===== config.mk =====
export PLATFORM = sky130hd
export DESIGN_NAME = threshold_frame_ctrl
export DESIGN_NICKNAME = d
export VERILOG_FILES = /design/src/rtl/threshold_pkg.sv /design/src/rtl/threshold_result_fifo.sv /design/src/rtl/threshold_frame_ctrl.sv
export SDC_FILE = /design/constraint.sdc
export NUM_CORES = 1
export LEC_CHECK = 0
export BUFFER_PORTS_ARGS = -buffer_cell sky130_fd_sc_hd__buf_2
export CAP_MARGIN = 5
export CORE_UTILIZATION = 55
export DETAILED_ROUTE_END_ITERATION = 10
export GPL_ROUTABILITY_DRIVEN = 0
export HOLD_SLACK_MARGIN = 0.03
export PLACE_DENSITY_LB_ADDON = 0.12
export SKIP_CTS_REPAIR_TIMING = 1
export SYNTH_ARGS = -nofsm -noshare
export SYNTH_HDL_FRONTEND = slang
export SYNTH_HIERARCHICAL = 1
export SYNTH_SLANG_ARGS = --single-unit

===== constraint.sdc =====
create_clock -name clk -period 4.6 [get_ports clk]
set_input_delay 0.23 -clock clk [delete_from_list [all_inputs] [get_ports clk]]
set_output_delay 0.23 -clock clk [all_outputs]
set_load 0.005 [all_outputs]

===== src/rtl/threshold_pkg.sv =====
// Shared definitions for the frame binarisation sequencer.
//   - state_t      : sequencer states (IDLE, RUN, DRAIN, DONE)
//   - PIX_FG/PIX_BG: output pixel values for foreground/background
//   - res_entry_t  : one buffered result {data, addr, eol}
//   - binarise()   : the unsigned pixel-vs-threshold compare
// The struct field widths are fixed here, so the top-level PIX_W/ADDR_W
// parameters must be left at TH_PIX_W/TH_ADDR_W.
package threshold_pkg;

    localparam int TH_PIX_W  = 8;
    localparam int TH_ADDR_W = 19;

    localparam logic [TH_PIX_W-1:0] PIX_FG = 8'hFF;
    localparam logic [TH_PIX_W-1:0] PIX_BG = 8'h00;

    typedef enum logic [1:0] {
        IDLE,
        RUN,
        DRAIN,
        DONE
    } state_t;

    typedef struct packed {
        logic [TH_PIX_W-1:0]  data;
        logic [TH_ADDR_W-1:0] addr;
        logic                 eol;
    } res_entry_t;

    // Unsigned compare: a pixel equal to the threshold counts as foreground.
    function automatic logic [TH_PIX_W-1:0] binarise(input logic [TH_PIX_W-1:0] pix,
                                                     input logic [TH_PIX_W-1:0] thr);
        return (pix >= thr) ? PIX_FG : PIX_BG;
    endfunction

endpackage


===== src/rtl/threshold_result_fifo.sv =====
// Two-entry synchronous FIFO holding binarised results ahead of the
// output memory.
// Ports:
//   clk, reset     : clock and asynchronous active-high reset
//   push_i, entry_i: write request and entry to store
//   pop_i          : read request (head advances when not empty)
//   head_o         : oldest stored entry
//   full_o, empty_o, count_o : occupancy status
// A push is accepted while full only if a pop happens in the same cycle.
module threshold_result_fifo
    import threshold_pkg::*;
(
    input  logic       clk,
    input  logic       reset,
    input  logic       push_i,
    input  res_entry_t entry_i,
    input  logic       pop_i,
    output res_entry_t head_o,
    output logic       full_o,
    output logic       empty_o,
    output logic [1:0] count_o
);

    res_entry_t mem_q [2];
    logic       wr_ptr_q;
    logic       rd_ptr_q;
    logic [1:0] count_q;
    logic [1:0] count_d;
    logic       do_push;
    logic       do_pop;

    assign do_pop  = pop_i && (count_q != 2'd0);
    assign do_push = push_i && ((count_q != 2'd2) || do_pop);

    // Occupancy only changes when exactly one of push/pop happens.
    always_comb begin
        count_d = count_q;
        if (do_push && !do_pop) begin
            count_d = count_q + 2'd1;
        end else if (do_pop && !do_push) begin
            count_d = count_q - 2'd1;
        end
    end

    // Storage and pointers; each pointer toggles between the two slots.
    always_ff @(posedge clk or posedge reset) begin
        if (reset) begin
            mem_q[0] <= '0;
            mem_q[1] <= '0;
            wr_ptr_q <= 1'b0;
            rd_ptr_q <= 1'b0;
            count_q  <= 2'd0;
        end else begin
            if (do_push) begin
                mem_q[wr_ptr_q] <= entry_i;
                wr_ptr_q        <= ~wr_ptr_q;
            end
            if (do_pop) begin
                rd_ptr_q <= ~rd_ptr_q;
            end
            count_q <= count_d;
        end
    end

    assign head_o  = mem_q[rd_ptr_q];
    assign full_o  = (count_q == 2'd2);
    assign empty_o = (count_q == 2'd0);
    assign count_o = count_q;

endmodule


===== src/rtl/threshold_frame_ctrl.sv =====
// Sequencer for one full-frame binarisation pass. Reads pixels in raster
// order, compares each against a threshold latched at start, and writes
// 8'hFF / 8'h00 results through a 2-entry buffer with ready/valid
// backpressure.
// Ports:
//   clk, reset         : clock, asynchronous active-high reset
//   start, threshold_in: frame start request and threshold (sampled on accept)
//   busy, done         : frame in progress / one-cycle completion pulse
//   rd_en, rd_addr     : input memory read strobe and linear address
//   rd_data            : pixel returned one cycle after rd_en
//   wr_valid, wr_ready : output write handshake
//   wr_addr, wr_data   : output linear address and binarised pixel
//   wr_eol             : last pixel of a row
//   fg_count           : foreground pixels written (only with THRESHOLD_FG_COUNT_EN)
// Optional feature macro: THRESHOLD_FG_COUNT_EN.
module threshold_frame_ctrl
    import threshold_pkg::*;
#(
    parameter int IMAGE_WIDTH  = 768,
    parameter int IMAGE_HEIGHT = 512,
    parameter int PIX_W        = TH_PIX_W,
    parameter int ADDR_W       = TH_ADDR_W
) (
    input  logic              clk,
    input  logic              reset,
    input  logic              start,
    input  logic [PIX_W-1:0]  threshold_in,
    output logic              busy,
    output logic              done,
    output logic              rd_en,
    output logic [ADDR_W-1:0] rd_addr,
    input  logic [PIX_W-1:0]  rd_data,
    output logic              wr_valid,
    input  logic              wr_ready,
    output logic [ADDR_W-1:0] wr_addr,
    output logic [PIX_W-1:0]  wr_data,
    output logic              wr_eol
`ifdef THRESHOLD_FG_COUNT_EN
    ,
    output logic [ADDR_W:0]   fg_count
`endif
);

    localparam int                NPIX      = IMAGE_WIDTH * IMAGE_HEIGHT;
    localparam int                COL_W     = (IMAGE_WIDTH > 1) ? $clog2(IMAGE_WIDTH) : 1;
    localparam logic [ADDR_W-1:0] LAST_ADDR = ADDR_W'(NPIX - 1);
    localparam logic [COL_W-1:0]  LAST_COL  = COL_W'(IMAGE_WIDTH - 1);

    state_t            state_q, state_d;
    logic [PIX_W-1:0]  thr_q, thr_d;
    logic [ADDR_W-1:0] rd_addr_q, rd_addr_d;
    logic [COL_W-1:0]  col_q, col_d;
    logic              inflight_q;

    res_entry_t        push_entry;
    res_entry_t        head;
    logic              fifo_full;
    logic              fifo_empty;
    logic [1:0]        fifo_count;
    logic              accept;
    logic [1:0]        occ;

    assign accept = wr_valid && wr_ready;

    // Occupancy seen by the issue rule counts an entry leaving this cycle
    // as already gone; otherwise a steady 1 pixel/cycle stream is impossible
    // because the head is always still registered when the next read decides.
    assign occ   = fifo_count - {1'b0, accept} + {1'b0, inflight_q};
    assign rd_en = (state_q == RUN) && (occ < 2'd2) && !(fifo_full && !accept);

    // The returning pixel belongs to the read issued last cycle, whose
    // address is one behind the read pointer. Results leave the buffer in
    // the same order they enter, so the column counter advancing on each
    // push is the column of the matching write.
    always_comb begin
        push_entry      = '0;
        push_entry.data = binarise(rd_data, thr_q);
        push_entry.addr = rd_addr_q - ADDR_W'(1);
        push_entry.eol  = (col_q == LAST_COL);
    end

    threshold_result_fifo u_fifo (
        .clk     (clk),
        .reset   (reset),
        .push_i  (inflight_q),
        .entry_i (push_entry),
        .pop_i   (accept),
        .head_o  (head),
        .full_o  (fifo_full),
        .empty_o (fifo_empty),
        .count_o (fifo_count)
    );

    // Next-state logic: the start branch is last so its counter clears
    // override anything else written in the same cycle.
    always_comb begin
        state_d   = state_q;
        thr_d     = thr_q;
        rd_addr_d = rd_addr_q;
        col_d     = col_q;
        if (inflight_q) begin
            col_d = (col_q == LAST_COL) ? '0 : col_q + COL_W'(1);
        end
        unique case (state_q)
            IDLE: begin
                if (start) begin
                    state_d   = RUN;
                    thr_d     = threshold_in;
                    rd_addr_d = '0;
                    col_d     = '0;
                end
            end
            RUN: begin
                if (rd_en) begin
                    rd_addr_d = rd_addr_q + ADDR_W'(1);
                    if (rd_addr_q == LAST_ADDR) begin
                        state_d = DRAIN;
                    end
                end
            end
            DRAIN: begin
                if (accept && (head.addr == LAST_ADDR)) begin
                    state_d = DONE;
                end
            end
            DONE: begin
                state_d = IDLE;
            end
            default: begin
                state_d = IDLE;
            end
        endcase
    end

    // Sequencer registers; a reset mid-frame simply abandons the frame.
    always_ff @(posedge clk or posedge reset) begin
        if (reset) begin
            state_q    <= IDLE;
            thr_q      <= '0;
            rd_addr_q  <= '0;
            col_q      <= '0;
            inflight_q <= 1'b0;
        end else begin
            state_q    <= state_d;
            thr_q      <= thr_d;
            rd_addr_q  <= rd_addr_d;
            col_q      <= col_d;
            inflight_q <= rd_en;
        end
    end

    assign busy     = (state_q == RUN) || (state_q == DRAIN);
    assign done     = (state_q == DONE);
    assign rd_addr  = rd_addr_q;
    assign wr_valid = !fifo_empty;
    assign wr_addr  = wr_valid ? head.addr : '0;
    assign wr_data  = wr_valid ? head.data : '0;
    assign wr_eol   = wr_valid && head.eol;

`ifdef THRESHOLD_FG_COUNT_EN
    logic [ADDR_W:0] fg_q, fg_d;

    // Foreground tally: cleared by an accepted start, held after done.
    always_comb begin
        fg_d = fg_q;
        if ((state_q == IDLE) && start) begin
            fg_d = '0;
        end else if (accept && (wr_data == PIX_FG)) begin
            fg_d = fg_q + (ADDR_W+1)'(1);
        end
    end

    always_ff @(posedge clk or posedge reset) begin
        if (reset) begin
            fg_q <= '0;
        end else begin
            fg_q <= fg_d;
        end
    end

    assign fg_count = fg_q;
`endif

endmodule


==> results of run 1 <==
-- final timing paths --
| check | slack, ns | end | cells after the start |
|---|---|---|---|
| max | 1.84 | rd_en | 6 |
| min | 0.06 | col_q[2]$_DFF_PP0_ | 2 |
| max reg2reg | 1.86 | state_q[1]$_DFFE_PP0P_ | 7 |
| min reg2reg | 0.49 | u_fifo/mem_q[2]$_DFFE_PP0P_ | 1 |
| max in group asynchronous | 3.46 | u_fifo/mem_q[41]$_DFFE_PP0P_ | 4 |
| min in group asynchronous | 0.55 | thr_q[3]$_DFFE_PP0P_ | 4 |
-- sequential cells by signal, summed over array words and instances (netlist names) --
register         count
col_q               10
inflight_q           1
rd_addr             19
state_q              2
thr_q                8
u_fifo/count_o       2
u_fifo/mem_q        56
u_fifo/rd_ptr_q      1
u_fifo/wr_ptr_q      1
-- worst max-delay path: stages, from the launching register on --
cell	delay, ns
dfrtp_1	0.42
inv_1	0.10
ha_1	0.54
inv_1	0.25
a21oi_1	0.34
and2_0	0.34
buf_2	0.18
-- per-layer routing --
metal | share of wire, % | vias to the layer above | routed length (um)
li1 | - | 1903 | -
met1 | 46 | 1918 | 5388
met2 | 48 | 90 | 5563
met3 | 4.4 | 15 | 518
met4 | 1.6 | 0 | 190
met5 | 0 | - | 0
-- cells by family after synthesis --
family                     count (synthesis)  synth area share [%]
AOI/OAI and AO/OA                         58                 6.514
DFF                                      100                 44.01
and+or+nand+nor                          156                 15.89
adders and majority gates                 17                 3.741
muxes                                     95                 20.09
xor gates and xnor gates                  31                 4.908
buffers and inverters                     54                 4.841
-- power groups by stage --
stage / Sequential [mW] / Clock, mW / Combinational (mW)
final: 1.37 / 0.588 / 1.61
after global routing: 1.41 / 0.639 / 1.77
after CTS: 1.37 / 0.609 / 1.62
after detailed placement: 1.38 / 0 / 1.61
after global placement: 1.37 / 0 / 1.58
after floorplan: 1.25 / 0 / 1.33
-- final cells by class --
cell class | instances | share of cell area [%]
repair buffers | 76 | 6.332
flip-flops and latches | 100 | 39.82
clock buffers | 10 | 2.190
multi-input cells | 357 | 46.42
well taps | 133 | 2.648
inverters | 25 | 1.493
clock inverters | 6 | 1.095
-- placed cells by master (no fill, tap or decap), drive strengths merged, types with 3 or more instances in the layout --
cell / n
dfrtp: 100
mux2: 93
buf: 75
nor2b: 32
nand2: 31
inv: 28
nor2: 26
o21ai: 20
xor2: 18
ha: 17
nand3: 14
xnor2: 13
nand4: 11
nor3: 10
clkbuf: 10
a21oi: 9
a31oi: 9
and3: 8
nor4: 6
or4: 4
nand2b: 3
a211o: 3
o22a: 3
a41oi: 3
-- metrics by stage --
stage | util, % | cell area [um^2] | hold WS (ns) | instances
final | 63.41 | 6284 | 0.05862 | 707
after global placement | 61.22 | 6067 | 0.4033 | 690
after CTS | 63.31 | 6274 | -0.01495 | 706
after detailed placement | 61.22 | 6067 | 0.4139 | 690
after floorplan | - | 5685 | 0.3166 | 511
after global routing | 63.41 | 6284 | 0.05065 | 707
==> impl_metrics.yaml, run 1 <==
run_status:
  status: "finished clean"
power:
  clkPwrFrac_pct: 16.5
  power_mw: 3.567
  power_density_nw_per_um2: 567.7
  p_sw_mw: 1.395
  seq_power_share_pct: 38.3
  switching_share_pct: 39.09
  ir_worst_vdd_mv: 0.3201
  p_int_mw: 2.173
  p_leak_nw: 2.832
  combinationalPowerShare_pct: 45.2
cts:
  worstSkewPairLatency_ns: 0.38
  cts_made_buffers: 9
  clockBufferDepth: 2
  ctsRootBufferMaster: "clkbuf_8"
  clkTransAtPathRegs_ns: 0.09
  cts_tree: "yes"
  cts.htree.levels: 3
  clock-sinks: 100
timing:
  relSlewSlack_pct: 20.43
  setup_tns_ns: 0
  setup_viol: 0
  fin_crit_sh_pct: 59.99
  worst_slack_ns: 1.841
  clock.fmax_ghz: 0.3624
  fin_worst_skew_ns: 0.01411
  slew_violations: 0
  worstMarginPinSlew_ns: 1.188
  min_period_ns: 2.759
  rsz0062_at_grt: "no"
  timing_hold_violations_final: 0
routing:
  wl_per_cell_um: 16.49
  first_pass_iters: 5
  postRouteAntennaNets: 0
  viasPerCell: 5.553
  drt-total-wl_um: 11660
  drcViolationCount: 0
  drt_iter0_drc: 172
  num_vias: 3926
cells_and_area:
  area_growth_pct: 10.52
  multiInputGateArea_um2: 2917
  fin_nets: 606
  drive_gt1_share_pct: 34.49
  seqCellArea_um2: 2502
  nFillCells: 845
  diodes: 0
synthesis:
  synth_cells: 511
  synth_edf_count: 0
  ys_seq_area_share_pct: 44.01
  synth.most_common_cell: "dfrtp_1"
  yosys-top-cells-count: "dfrtp_1, mux2_2, nor2b_1"
  yosysWarnings: 6
  ys_ff_latch: 100
  synth.top_cell.area_share_pct: 44.01
  async_flop_share_pct: 100.0
  postSynth.topFlopCell: "dfrtp_1"
  synth_nets: 548
  ys_types: 55
  avgSynthCellArea_um2: 11.13
  syn-cell-area_um2: 5685
  synth_area_leaders: "dfrtp_1, mux2_2, mux2_4, ha_1, nor2b_1"
  yosysTopAreaCell: "dfrtp_1"
hold_path:
  hp-start: "start"
  hold_path.class: "primary input to flip-flop"
global_route:
  grt_max_degree: 61
  grt.busiest_layer: "met2"
  met3_usage_pct: 5.412
  grt_usage_pct: 23.05
  grtUsageMet2_pct: 37.06
  grt_pass1_vias: 3858
  grt_overflow_total: 0
  grt.met1_usage_pct: 31.15
  grt_pass1_wl_um: 19490
  antenna_found_initial: 0
critical_path:
  critPathLaunch: "state_q[1]$_DFFE_PP0P_"
  crit_path_end_kind: "output port"
  cp_max_fo: 17
  r2r_start: "u_fifo/rd_ptr_q$_DFFE_PP0N_"
  crit_type: "flip-flop to output port"
  worstPathArrival_ns: 2.53
  startpoint_type: "flip-flop"
  worstPathRequired_ns: 4.37
die:
  dieArea_um2: 10750
  ios: 71
  initial_utilization_pct: 57.37
  rows: 36
  die_h_um: 103.7
  fp.coreArea_um2: 9910
  die_w_um: 103.7
place:
  dp_slack_ns: 1.913
  portBuffers: 70
  hpwl_um: 8297
run:
  cap_violations: 0
Note: power is estimated with default switching activity, not from simulation.
==> inputs of run 2 (changes only) <==
--- a/config.mk
+++ b/config.mk
@@ -7,7 +7,7 @@
 export LEC_CHECK = 0
 export BUFFER_PORTS_ARGS = -buffer_cell sky130_fd_sc_hd__buf_2
 export CAP_MARGIN = 5
-export CORE_UTILIZATION = 55
+export CORE_UTILIZATION = 53
 export DETAILED_ROUTE_END_ITERATION = 10
 export GPL_ROUTABILITY_DRIVEN = 0
 export HOLD_SLACK_MARGIN = 0.03
==> constraint.sdc (replaced) <==
create_clock -name clk -period 2.5 [get_ports clk]
set_input_delay 0.125 -clock clk [delete_from_list [all_inputs] [get_ports clk]]
set_output_delay 0.125 -clock clk [all_outputs]
set_load 0.005 [all_outputs]
==> impl_metrics.yaml, run 2 (synthesis results as in run 1) <==
die:
  die_h_um: 105.6
  dieArea_um2: 11150
  ios: 71
  die_w_um: 105.6
  fp.coreArea_um2: 10370
  initial_utilization_pct: 54.83
  rows: 37
cells_and_area:
  largest_reg_flops: 56
  diodes: 0
  nFillCells: 850
  area_growth_pct: 15.49
  fin_nets: 636
  final_common_cell: "dfrtp_1"
  mostFrequentLayoutCells: "dfrtp_1, mux2_2, buf_2"
  drive_gt1_share_pct: 36.92
  finalNonFillerCells: 740
  top_register: "u_fifo/mem_q"
timing:
  relSlewSlack_pct: 54.75
  slew_violations: 0
  clock.fmax_ghz: 0.4260
  setup_viol: 0
  min_period_ns: 2.348
  holdWs_ns: 0.2594
  fin_worst_skew_ns: 0.01047
  timing_hold_violations_final: 0
  fin_crit_sh_pct: 93.91
  worstMarginPinSlew_ns: 0.6616
global_route:
  antenna_found_initial: 0
  grt.met1_usage_pct: 31.77
  grt_overflow_total: 0
  grt_max_degree: 33
  grtUsageMet2_pct: 37.17
  met3_usage_pct: 5.628
  grt_usage_pct: 23.11
  grt_pass1_vias: 4045
  grt.busiest_layer: "met2"
  grt_pass1_wl_um: 20020
critical_path:
  worstPathRequired_ns: 2.76
  crit_type: "flip-flop to flip-flop"
  cp_slowest_cell: "dfrtp_1"
  path_buf_inv: 2
  critical_path.max_stage_delay_ns: 0.41
  crit_family: "multiplexers"
  path_cells: "buf_4 -> buf_4 -> mux2_2 -> nand4_1 -> o21ai_0 -> nand4_1 -> a21oi_1 -> mux2_2"
  cp_max_fo: 12
  startpoint_type: "flip-flop"
  crit_path_end_kind: "flip-flop"
  worstPathArrival_ns: 2.61
routing:
  postRouteAntennaNets: 0
  first_pass_iters: 4
  viasPerCell: 5.474
  drt-total-wl_um: 11990
  wl_per_cell_um: 16.20
  drcViolationCount: 0
  drt_iter0_drc: 188
  num_vias: 4051
hold_path:
  hold_path.class: "primary input to async pin"
cts:
  cts_made_buffers: 9
  clockBufferDepth: 2
  worstSkewPairLatency_ns: 0.37
  clkTransAtPathRegs_ns: 0.09
  cts.htree.levels: 3
  ctsRootBufferMaster: "clkbuf_8"
  clock-sinks: 100
  cts_tree: "yes"
run_status:
  status: "finished clean"
run:
  cap_violations: 0
power:
  power_density_nw_per_um2: 1035
  p_leak_nw: 2.974
  ir_worst_vdd_mv: 0.6099
place:
  hpwl_um: 8675
  portBuffers: 70
  dpl.cell_count: 713
[run 2: layout make-up]
| type | count | area, um^2 | area share (%) |
|---|---|---|---|
| timing repair buffer | 106 | 683.2 | 10.40 |
| tap | 136 | 170.2 | 2.591 |
| inverter | 25 | 93.84 | 1.429 |
| multi-input combinational | 357 | 2945 | 44.86 |
| sequential | 100 | 2504 | 38.13 |
| clock inverter | 3 | 21.27 | 0.3239 |
| clock buffer | 13 | 148.9 | 2.268 |
[run 2: worst reg2reg max path, delay by kind of cell (launching register included)]
| kind | cells | cell delay, ns |
|---|---|---|
| flip-flops | 1 | 0.41 |
| multiplexers | 2 | 0.62 |
| AO/OA/AOI/OAI | 2 | 0.52 |
| buffers and inverters | 2 | 0.34 |
| AND/OR/NAND/NOR | 2 | 0.35 |
[run 2: final timing paths]
| kind | start | to | cells after the start | slack (ns) |
|---|---|---|---|---|
| setup / recovery | u_fifo/rd_ptr_q$_DFFE_PP0N_ | state_q[1]$_DFFE_PP0P_ | 8 | 0.15 |
| hold / removal | reset | thr_q[2]$_DFFE_PP0P_ | 3 | 0.26 |
| setup reg to reg | u_fifo/rd_ptr_q$_DFFE_PP0N_ | state_q[1]$_DFFE_PP0P_ | 8 | 0.15 |
| max in group asynchronous | reset | rd_addr[11]$_DFFE_PP0P_ | 4 | 1.50 |
| hold reg to reg | u_fifo/mem_q[24]$_DFFE_PP0P_ | u_fifo/mem_q[24]$_DFFE_PP0P_ | 1 | 0.51 |
| min in group clk | wr_ready | u_fifo/rd_ptr_q$_DFFE_PP0N_ | 5 | 0.40 |
[run 2: where the power goes]
| part | internal [mW] | switching [mW] |
|---|---|---|
| clock network | 0.393 | 0.541 |
| logic | 1.75 | 1.78 |
| registers | 2.04 | 0.293 |
| total | 4.18 | 2.61 |
[run 2: stage by stage]
step / setup TNS [ns] / util [%] / setup slack [ns] / cell area, um^2 / power, mW
floorplan: 0 / - / 0.09913 / 5685 / 4.752
global placement: 0 / 60.35 / 0.1413 / 6259 / 5.720
detailed placement: 0 / 60.35 / 0.03367 / 6259 / 5.808
CTS: -0.01800 / 61.99 / -0.009736 / 6429 / 6.772
global route: -0.001367 / 63.32 / -0.001367 / 6566 / 7.257
finish: 0 / 63.32 / 0.1524 / 6566 / 6.793
[run 2: layer usage]
| layer | wire [um] | share of wire, % |
|---|---|---|
| met1 | 5502 | 46 |
| met2 | 5926 | 49 |
| met3 | 487 | 4.1 |
| met4 | 71 | 0.59 |
| met5 | 0 | 0 |
